## src/rtl/operand_fetch_ctrl_pkg.sv

```systemverilog
// Shared definitions for the operand fetch controller: FSM state encoding,
// instruction field positions and default operand/address widths.
package operand_fetch_ctrl_pkg;

    localparam int DEF_DATA_W = 16;
    localparam int DEF_ADDR_W = 4;
    localparam int INSTR_W    = 16;

    localparam int OPC_MSB  = 15;
    localparam int OPC_LSB  = 12;
    localparam int A1_MSB   = 11;
    localparam int A1_LSB   = 8;
    localparam int A2_MSB   = 7;
    localparam int A2_LSB   = 4;
    localparam int DEST_MSB = 3;
    localparam int DEST_LSB = 0;

    typedef enum logic [1:0] {
        ST_IDLE = 2'd0,
        ST_WAIT = 2'd1,
        ST_CAPT = 2'd2,
        ST_HOLD = 2'd3
    } fetch_state_t;

endpackage

```

## src/rtl/operand_fetch_ctrl.sv

```systemverilog
// Operand fetch controller: decodes an instruction, reads two registered operand
// memories and presents a stable bundle to the ALU. OPFETCH_OVERLAP_EN lets the
// next fetch run while a bundle is still waiting for out_ready.
//
// state | meaning
// IDLE  | ready for an instruction; latches addresses and opcode/dest on accept
// WAIT  | memories register the new addresses
// CAPT  | memory data valid; loads output buffer once it is free
// HOLD  | bundle presented until out_ready (not used with overlap enabled)
module operand_fetch_ctrl
    import operand_fetch_ctrl_pkg::*;
#(
    parameter int DATA_W = DEF_DATA_W,
    parameter int ADDR_W = DEF_ADDR_W
) (
    input  logic              clk,
    input  logic              rst,
    input  logic              in_valid,
    output logic              in_ready,
    input  logic [15:0]       in_instr,
    output logic [ADDR_W-1:0] operand1_addr,
    output logic [ADDR_W-1:0] operand2_addr,
    input  logic [DATA_W-1:0] operand1_value,
    input  logic [DATA_W-1:0] operand2_value,
    output logic              out_valid,
    input  logic              out_ready,
    output logic [3:0]        out_opcode,
    output logic [3:0]        out_dest,
    output logic [DATA_W-1:0] out_op1,
    output logic [DATA_W-1:0] out_op2
);

    fetch_state_t state;
    fetch_state_t state_next;

    logic [3:0] hold_opcode;
    logic [3:0] hold_dest;
    logic       accept;
    logic       capture;

    always_comb begin
        state_next = state;
        in_ready   = 1'b0;
        accept     = 1'b0;
        capture    = 1'b0;
        unique case (state)
            ST_IDLE: begin
                in_ready = 1'b1;
                if (in_valid) begin
                    accept     = 1'b1;
                    state_next = ST_WAIT;
                end
            end
            ST_WAIT: begin
                state_next = ST_CAPT;
            end
            ST_CAPT: begin
                // Buffer is free when empty or when its bundle retires this edge.
                if (!out_valid || out_ready) begin
                    capture = 1'b1;
`ifdef OPFETCH_OVERLAP_EN
                    state_next = ST_IDLE;
`else
                    state_next = ST_HOLD;
`endif
                end
            end
            ST_HOLD: begin
                if (out_ready) begin
                    state_next = ST_IDLE;
                end
            end
            default: begin
                state_next = ST_IDLE;
            end
        endcase
    end

    always_ff @(posedge clk) begin
        if (rst) begin
            state         <= ST_IDLE;
            operand1_addr <= '0;
            operand2_addr <= '0;
            hold_opcode   <= '0;
            hold_dest     <= '0;
            out_valid     <= 1'b0;
            out_opcode    <= '0;
            out_dest      <= '0;
            out_op1       <= '0;
            out_op2       <= '0;
        end else begin
            state <= state_next;
            if (accept) begin
                operand1_addr <= ADDR_W'(in_instr[A1_MSB:A1_LSB]);
                operand2_addr <= ADDR_W'(in_instr[A2_MSB:A2_LSB]);
                hold_opcode   <= in_instr[OPC_MSB:OPC_LSB];
                hold_dest     <= in_instr[DEST_MSB:DEST_LSB];
            end
            if (capture) begin
                out_valid  <= 1'b1;
                out_opcode <= hold_opcode;
                out_dest   <= hold_dest;
                out_op1    <= operand1_value;
                out_op2    <= operand2_value;
            end else if (out_valid && out_ready) begin
                out_valid <= 1'b0;
            end
        end
    end

endmodule
```

## config.mk

```make
export PLATFORM = sky130hd
export DESIGN_NAME = operand_fetch_ctrl
export DESIGN_NICKNAME = d
export VERILOG_FILES = /design/src/rtl/operand_fetch_ctrl_pkg.sv /design/src/rtl/operand_fetch_ctrl.sv
export SDC_FILE = /design/constraint.sdc
export NUM_CORES = 1
export LEC_CHECK = 0
export ABC_AREA = 1
export CORE_UTILIZATION = 36
export CTS_CLUSTER_DIAMETER = 150
export DETAILED_ROUTE_END_ITERATION = 10
export PLACE_DENSITY = 0.75
export RECOVER_POWER = 100
export SKIP_CTS_REPAIR_TIMING = 1
export SLEW_MARGIN = 25
export SYNTH_ARGS = -nofsm -noshare
export SYNTH_HDL_FRONTEND = slang
export SYNTH_SLANG_ARGS = --single-unit
```

## constraint.sdc

```tcl
create_clock -name clk -period 1.25 [get_ports clk]
set_input_delay 0.1875 -clock clk [delete_from_list [all_inputs] [get_ports clk]]
set_output_delay 0.1875 -clock clk [all_outputs]
set_load 0.02 [all_outputs]
```

==> results_dict.tcl, run 1 <==
set metrics [dict create \
    io_buffers 101 \
    peakVddDrop_uv 1140 \
    die_h_um 79.2 \
    critPathLaunchType "flip-flop" \
    route.detailed.drc 0 \
    syn_nets 329 \
    async_flop_share_pct 0 \
    clock_latency_ps 320 \
    cts_made_buffers 9 \
    drtIter0Drc 63 \
    hold_viol 0 \
    cts-root-buf "clkbuf_8" \
    core.rowCount 27 \
    die_width_um 79.2 \
    violations "negative setup slack" \
    area_growth_pct 57.8 \
    seq_area_frac_synth_pct 55.1 \
    critPathMaxFanout 2 \
    clk_pin_slew_worst_paths_ps 60 \
    grt_use_total_pct 18.5 \
    cp.arrival_ps 1530 \
    postSynthCellCount 273 \
    ctsHtreeMaxLevel 3 \
    period_share_pct 105 \
    cap_violations 0 \
    grt_first_pass_wirelength_um 8940 \
    io_pins 102 \
    vias 2067 \
    grt-ovfl-total 0 \
    fmaxAchievable_mhz 761 \
    drv_slew 0 \
    worstPathRequired_ps 1460 \
    antenna_found_initial 0 \
    antenna_cells 0 \
    first_global_vias 2017 \
    fin_tns_setup_ps -64.2 \
    path_class "reg -> reg" \
    synthDistinctLibCells 20 \
    hold_class "in -> reg" \
    synth_area_um2 2140 \
    post-dp-hpwl_um 3770 \
    yosys-top-cells-count "nor2_1, dfxtp_1, o21ai_0" \
    vias_per_cell 4.49 \
    ys_seq_elements 59 \
    setup_viol 1 \
    fp.coreArea_um2 5610 \
    worstSetupEndpointType "flip-flop" \
    synth-main-ff-cell "dfxtp_1" \
    power_leakage_nw 1.51 \
    drive_above_1_share_pct 14.9 \
    cts_num_sinks 59 \
    worstMarginPinSlew_ps 290 \
    status "complete, but fails checks" \
    synth_edf_count 0 \
    finalWirelength_um 5610 \
    postRouteAntennaNets 0 \
    power_mw 7.89 \
    wl_per_cell_um 12.2 \
    grt_max_degree 30 \
    synth.top_cell.area_share_pct 55.1 \
    post-synth-top-area-cell "dfxtp_1" \
    placedCellCount 444 \
    reg2reg_slack_ps -60 \
    start_util_pct 38.2 \
    avgSynthCellArea_um2 7.86 \
    die-area_um2 6270 \
    fin_cells 460 \
    first_pass_iters 4 \
    gp_congestion 0.752 \
    cts_tree "built" \
    ys_warn_count 0 \
    finalWorstSetupSlack_ps -64.2 \
    p_per_area_nw_per_um2 2330 \
    fin_crit_ps 1310 \
    synth_area_leaders "dfxtp_1, nor2_1, o21ai_0, ha_1, o21ai_1" \
    yosysMostFrequentCell "nor2_1" \
    skew_ps 9.14 \
    final_nets 440 \
    clockBufferDepth 2 \
    fin_util_pct 60.3 \
    rsz0062_at_grt "true" \
    slew_headroom_pct 80.8 \
]
routing by layer:
| layer | up-vias | share of wire, % | GRT usage, % |
|---|---|---|---|
| met2 | 58 | 50 | 32.2 |
| met5 | - | 0 | 0 |
| met1 | 916 | 43 | 20.1 |
| met3 | 6 | 5.3 | 5.86 |
| li1 | 1087 | - | - |
| met4 | 0 | 1.6 | 9.09 |
cells in the final DEF (no fill, tap or decap), types with 2 or more instances in the layout:
| cell type | instances |
|---|---|
| dfxtp_1 | 57 |
| buf_6 | 2 |
| o21ai_0 | 30 |
| clkdlybuf4s50_1 | 51 |
| ha_4 | 2 |
| buf_12 | 5 |
| inv_1 | 4 |
| buf_4 | 8 |
| inv_2 | 3 |
| dfxtp_2 | 2 |
| inv_4 | 2 |
| nand2_1 | 4 |
| clkinv_2 | 3 |
| o21ai_1 | 25 |
| ha_1 | 2 |
| nor2_1 | 103 |
| clkbuf_8 | 10 |
| clkbuf_1 | 40 |
| nor2_2 | 14 |
| nand2_2 | 2 |
| dlymetal6s2s_1 | 11 |
| o21ai_2 | 2 |
per-stage QoR:
stage | worst slack, ps | hold WS [ps] | cell area [um2]
after floorplan | 5.10 | 257 | 2150
after global placement | -120 | 456 | 3320
after detailed placement | -151 | 469 | 3320
after CTS | -509 | 451 | 3480
after global routing | -104 | 465 | 3380
final | -64.2 | 462 | 3380
flip-flops by register name, indices dropped and copies added, names as in the netlist:
name,flops
out_dest,4
out_op2,16
hold_opcode,4
operand1_addr,4
hold_dest,4
out_valid,1
out_op1,16
state,2
out_opcode,4
operand2_addr,4
logic make-up after synthesis:
| logic type | share of synthesized area, % |
|---|---|
| AOI/OAI and AO/OA | 13.5 |
| DFF | 55.1 |
| buffers and inverters | 5.95 |
| adders and majority gates | 2.33 |
| and+or+nand+nor | 23.1 |
path summary, 6_finish.rpt:
| check | startpoint | endpoint | cells after the start |
|---|---|---|---|
| worst min register to register | out_dest[1] | out_dest[1] | 2 |
| worst max-delay path | state[1] | state[0] | 6 |
| worst max register to register | state[1] | state[0] | 6 |
| worst min-delay path | operand2_value[13] | out_op2[13] | 3 |
power by group:
part / switching [mW] / total, mW / internal (mW)
clock: 0.677 / 1.43 / 0.753
sequential: 0.308 / 2.81 / 2.50
combinational: 2.16 / 3.65 / 1.49
total: 3.14 / 7.89 / 4.75
final cells by class:
class	count	area (um2)
Fill cell	548	2220
Sequential cell	59	1180
Timing Repair Buffer	116	998
Multi-Input combinational cell	189	912
Clock buffer	12	145
Tap cell	72	90.1
Inverter	9	38.8
Clock inverter	3	15.0
worst max-delay path: stages (launching register included):
cell and delay (ps):
dfxtp_2 330, inv_1 70, buf_4 130, ha_1 150, or2_2 290, o21ai_2 170
nor2_1 60
No activity file was read; power rests on OpenSTA's default activity.
==> run 2, diff against run 1 <==
--- a/config.mk
+++ b/config.mk
@@ -7,4 +7,5 @@
 export LEC_CHECK = 0
 export ABC_AREA = 1
+export CORE_MARGIN = 2
 export CORE_UTILIZATION = 36
 export CTS_CLUSTER_DIAMETER = 150
==> constraint.sdc (replaced) <==
create_clock -name clk -period 1.25 [get_ports clk]
set_input_delay 0.25 -clock clk [delete_from_list [all_inputs] [get_ports clk]]
set_output_delay 0.25 -clock clk [all_outputs]
set_load 0.02 [all_outputs]
==> run 2 against run 1 <==
Against the previous run: the flow still finishes with violations (negative setup slack); sequential power about the same; register-to-register slack better by 40 ps; fmax rose by 1.7%; count of clock-buffer cells in the layout unchanged; combinational power about the same; critical path depth shrank 3; cell count up 1.3%; clock skew rose by 0.97 ps; largest cell class unchanged.
==> results_dict.tcl, run 2 (synthesis results as in run 1) <==
set metrics [dict create \
    die-area_um2 6590 \
    path_class "reg -> out" \
    pwr-share-comb_pct 43.5 \
    fin_cells 466 \
    r2r-start "state[1]" \
    crit_cells 3 \
    cts-root-buf "clkbuf_8" \
    drtIter0Drc 47 \
    switchingPower_mw 3.21 \
    wl_per_cell_um 12.3 \
    cp_slowest_cell "dfxtp_2" \
    first_global_vias 1955 \
    fin_crit_ps 1290 \
    grt_max_degree 37 \
    violations "negative setup slack" \
    path_delay_family "flip-flops" \
    io_buffers 101 \
    ctsHtreeMaxLevel 3 \
    slew_headroom_pct 79.5 \
    setup_viol 11 \
    clockBufferDepth 2 \
    io_pins 102 \
    final_nets 442 \
    fmaxAchievable_mhz 774 \
    hold_class "reg -> reg" \
    vias 2125 \
    worstMarginPinSlew_ps 309 \
    max_stage_delay_ps 320 \
    p_per_area_nw_per_um2 2470 \
    core.rowCount 28 \
    r2r-end "out_op1[2]" \
    internal-power_mw 5.13 \
    first_pass_iters 4 \
    rsz0062_at_grt "true" \
    peakVddDrop_uv 991 \
    crit_path_end "in_ready" \
    drive_above_1_share_pct 17.6 \
    dp_slack_ps -188 \
    largestRegisters "out_op1: 16 flops, out_op2: 16 flops" \
    pwr-share-clk_pct 22.7 \
    finalWorstSetupSlack_ps -42.5 \
    worstPathRequired_ps 1000 \
    register_area_um2 1180 \
    switching_share_pct 38.5 \
    die_width_um 81.2 \
    grt_use_total_pct 16.7 \
    cts_tree "built" \
    cts_made_buffers 9 \
    path_cells "inv_2 -> ha_2 -> clkbuf_2" \
    cp_num_buf_inv 2 \
    reg2reg_slack_ps -20 \
    critPathLaunchType "flip-flop" \
    clock_latency_ps 320 \
    worstSetupEndpointType "output port" \
    cp.arrival_ps 1040 \
    hold_viol 0 \
    startpoint "state[0]" \
    postRouteAntennaNets 0 \
    post-dp-hpwl_um 3690 \
    layout_commonest_cell "nor2_1" \
    fillers 580 \
    skew_ps 10.1 \
    grt-ovfl-total 0 \
    cap_violations 0 \
    critPathMaxFanout 3 \
    grt_first_pass_wirelength_um 8400 \
    area_growth_pct 57.4 \
    antenna_cells 0 \
    period_share_pct 103 \
    drv_slew 0 \
    vias_per_cell 4.56 \
    power_leakage_nw 1.34 \
    antenna_found_initial 0 \
    die_h_um 81.2 \
    reg2regPathDepth 7 \
    cts_num_sinks 59 \
    multi_input_area_um2 908 \
    route.detailed.drc 0 \
    pwr-share-seq_pct 33.8 \
    finalWirelength_um 5730 \
    placedCellCount 448 \
    clk_pin_slew_worst_paths_ps 70 \
    gp_congestion 0.845 \
    status "complete, but fails checks" \
    start_util_pct 36.7 \
    layout_common_cells "nor2_1, dfxtp_1, clkbuf_1, clkdlybuf4s50_1, o21ai_1" \
    fp.coreArea_um2 5850 \
]
-- run 2: worst min-delay path by stage --
stage | start | to | slack, ps | cells past startpoint
2_1_floorplan | rst | out_valid | 320 | 1
3_3_place_gp | hold_opcode[3] | hold_opcode[3] | 460 | 2
3_5_place_dp | hold_opcode[1] | hold_opcode[1] | 470 | 2
4_1_cts | hold_opcode[1] | hold_opcode[1] | 480 | 2
5_1_grt | out_op2[6] | out_op2[6] | 500 | 2
6_report | hold_dest[1] | hold_dest[1] | 480 | 2
-- run 2: per-stage QoR --
stage / hold WS, ps / setup TNS, ps / area (um2) / util (%) / total power, mW
after floorplan: 319 / 0 / 2150 / - / 4.90
after global placement: 457 / -6530 / 3330 / 57.0 / 6.59
after detailed placement: 469 / -8040 / 3330 / 57.0 / 6.70
after CTS: 484 / -14940 / 3550 / 60.7 / 8.62
after global routing: 500 / -2410 / 3370 / 57.7 / 8.94
final: 479 / -136 / 3370 / 57.7 / 8.34
-- run 2: power groups by stage --
stage | combinational, mW | sequential, mW | clock [mW]
global placement | 3.80 | 2.79 | 0
CTS | 3.89 | 2.79 | 1.95
global route | 4.01 | 2.89 | 2.03
floorplan | 1.47 | 3.43 | 0
detailed placement | 3.87 | 2.83 | 0
finish | 3.63 | 2.82 | 1.89
-- run 2: worst register-to-register path: stages (launching register included) --
cell and delay, ps:
dfxtp_2 330, buf_4 140, ha_2 200, nand2_4 130, inv_6 70, clkbuf_16 160
nor2_1 100, nor2_1 60
-- run 2: routing by layer --
layer / up-vias / global-route usage (%) / part of all wire (%)
li1: 1095 / - / -
met1: 948 / 18.8 / 45
met2: 73 / 27.7 / 46
met3: 9 / 5.67 / 8.1
met4: 0 / 8.98 / 1.3
met5: - / 0 / 0
-- run 2: final cells by class --
type	count	area share (%)
Multi-Input combinational cell	189	26.9
Clock inverter	4	2.19
Sequential cell	59	35.1
Timing Repair Buffer	118	27.5
Inverter	9	1.22
Clock buffer	12	4.30
Tap cell	75	2.78
==> run 3, diff against run 2 <==
Settings changed: RECOVER_POWER 100 to default.
==> run 3 against run 2 <==
Against the previous run: the run still ends with negative setup slack left; largest power group unchanged; highest routed layer unchanged; sequential cell count is the same; via count grew 0.14%; count of clock-buffer cells in the layout is the same; wire length shrank 0.91%.
==> results_dict.tcl, run 3 (synthesis results as in run 1) <==
set metrics [dict create \
    status "complete, but fails checks" \
    violations "negative setup slack" \
    ctsHtreeMaxLevel 3 \
    wl_per_cell_um 12.2 \
    slew_headroom_pct 82.7 \
    fp.coreArea_um2 5850 \
    r2r-start "state[1]" \
    crit_path_end "in_ready" \
    cts-root-buf "clkbuf_8" \
    finalWorstSetupSlack_ps -43.2 \
    hold_ws_ps 478 \
    postRouteAntennaNets 0 \
    fillers 500 \
    fin_cells 466 \
    cap_violations 0 \
    worstMarginPinSlew_ps 260 \
    route.detailed.drc 0 \
    rsz0062_at_grt "true" \
    grt_first_pass_wirelength_um 8400 \
    clk_pin_slew_worst_paths_ps 60 \
    skew_ps 9.75 \
    fin_crit_ps 1290 \
    worstSetupEndpointType "output port" \
    cp_num_buf_inv 2 \
    grt_max_degree 37 \
    die_width_um 81.2 \
    io_buffers 101 \
    cts_tree "built" \
    critPathLaunchType "flip-flop" \
    path_delay_family "flip-flops" \
    antenna_found_initial 0 \
    vias_per_cell 4.57 \
    drive_above_1_share_pct 17.6 \
    fin_util_pct 65.1 \
    max_stage_delay_ps 320 \
    placedCellCount 448 \
    hold_viol 0 \
    final_area_um2 3810 \
    reg2reg_slack_ps -20 \
    die_h_um 81.2 \
    hold_class "reg -> reg" \
    die-area_um2 6590 \
    power_leakage_nw 2.26 \
    setup_viol 11 \
    crit_cells 3 \
    cp.arrival_ps 1040 \
    r2r-end "out_op1[2]" \
    layout_common_cells "nor2_1, dfxtp_1, clkdlybuf4s50_1" \
    first_global_vias 1955 \
    fin_tns_setup_ps -131 \
    layout_commonest_cell "nor2_1" \
    postPlaceCellArea_um2 3330 \
    drtIter0Drc 60 \
    gp_congestion 0.845 \
    post-dp-hpwl_um 3690 \
    vias 2128 \
    area_growth_pct 77.6 \
    worstPathRequired_ps 1000 \
    peakVddDrop_uv 1130 \
    first_pass_iters 4 \
    cp_slowest_cell "dfxtp_2" \
    start_util_pct 36.7 \
    fmaxAchievable_mhz 773 \
    cts_made_buffers 9 \
    cts_num_sinks 59 \
    antenna_cells 0 \
    startpoint "state[0]" \
    critPathMaxFanout 3 \
    io_pins 102 \
    clockBufferDepth 2 \
    path_class "reg -> out" \
    drv_slew 0 \
    grt-ovfl-total 0 \
    finalWirelength_um 5680 \
    clock_latency_ps 320 \
    period_share_pct 103 \
    largestRegisters "out_op1: 16 flops, out_op2: 16 flops" \
    p_per_area_nw_per_um2 2320 \
    grt_use_total_pct 16.7 \
    final_nets 442 \
    path_cells "inv_2 -> ha_2 -> clkbuf_2" \
    reg2regPathDepth 7 \
    core.rowCount 28 \
]
==> run 3: report_power, final <==
part	internal, mW	total (mW)	switching [mW]
Combinational	1.96	4.14	2.18
Clock	1.18	1.89	0.710
Sequential	2.50	2.80	0.299
Total	5.64	8.83	3.19
==> run 3: worst min-delay path, cell delays in order (launching register included) <==
cell,delay (ps)
dfxtp_1,320
nor2_1,40
nor2_1,80
==> run 3: worst min-delay path by stage <==
stage / startpoint / to / slack, ps / cells past startpoint
finish: out_op2[6] / out_op2[6] / 480 / 2
global route: out_op2[6] / out_op2[6] / 500 / 2
CTS: hold_opcode[1] / hold_opcode[1] / 480 / 2
detailed placement: hold_opcode[1] / hold_opcode[1] / 470 / 2
global placement: hold_opcode[3] / hold_opcode[3] / 460 / 2
floorplan: rst / out_valid / 320 / 1
==> run 3: metrics by stage <==
step | worst slack [ps] | power (mW)
3_5_place_dp | -188 | 6.70
6_report | -43.2 | 8.83
5_1_grt | -115 | 9.44
4_1_cts | -524 | 8.62
3_3_place_gp | -150 | 6.59
2_1_floorplan | 5.10 | 4.90
==> run 3: metal layers <==
layer  vias up  global-route usage (%)  share of wire [%]
li1       1097                       -                  -
met3         9                    5.67                8.2
met2        71                    27.7                 47
met1       951                    18.8                 44
met5         -                       0                  0
met4         0                    8.98                1.3
==> run 3: area by class of cell <==
| class | instances | area [um2] | area share [%] |
|---|---|---|---|
| clock buffers | 12 | 145 | 3.81 |
| clock inverters | 4 | 73.8 | 1.94 |
| inverters | 9 | 41.3 | 1.08 |
| multi-input cells | 189 | 913 | 24.0 |
| flip-flops and latches | 59 | 1180 | 31.1 |
| well taps | 75 | 93.8 | 2.46 |
| repair buffers | 118 | 1360 | 35.6 |
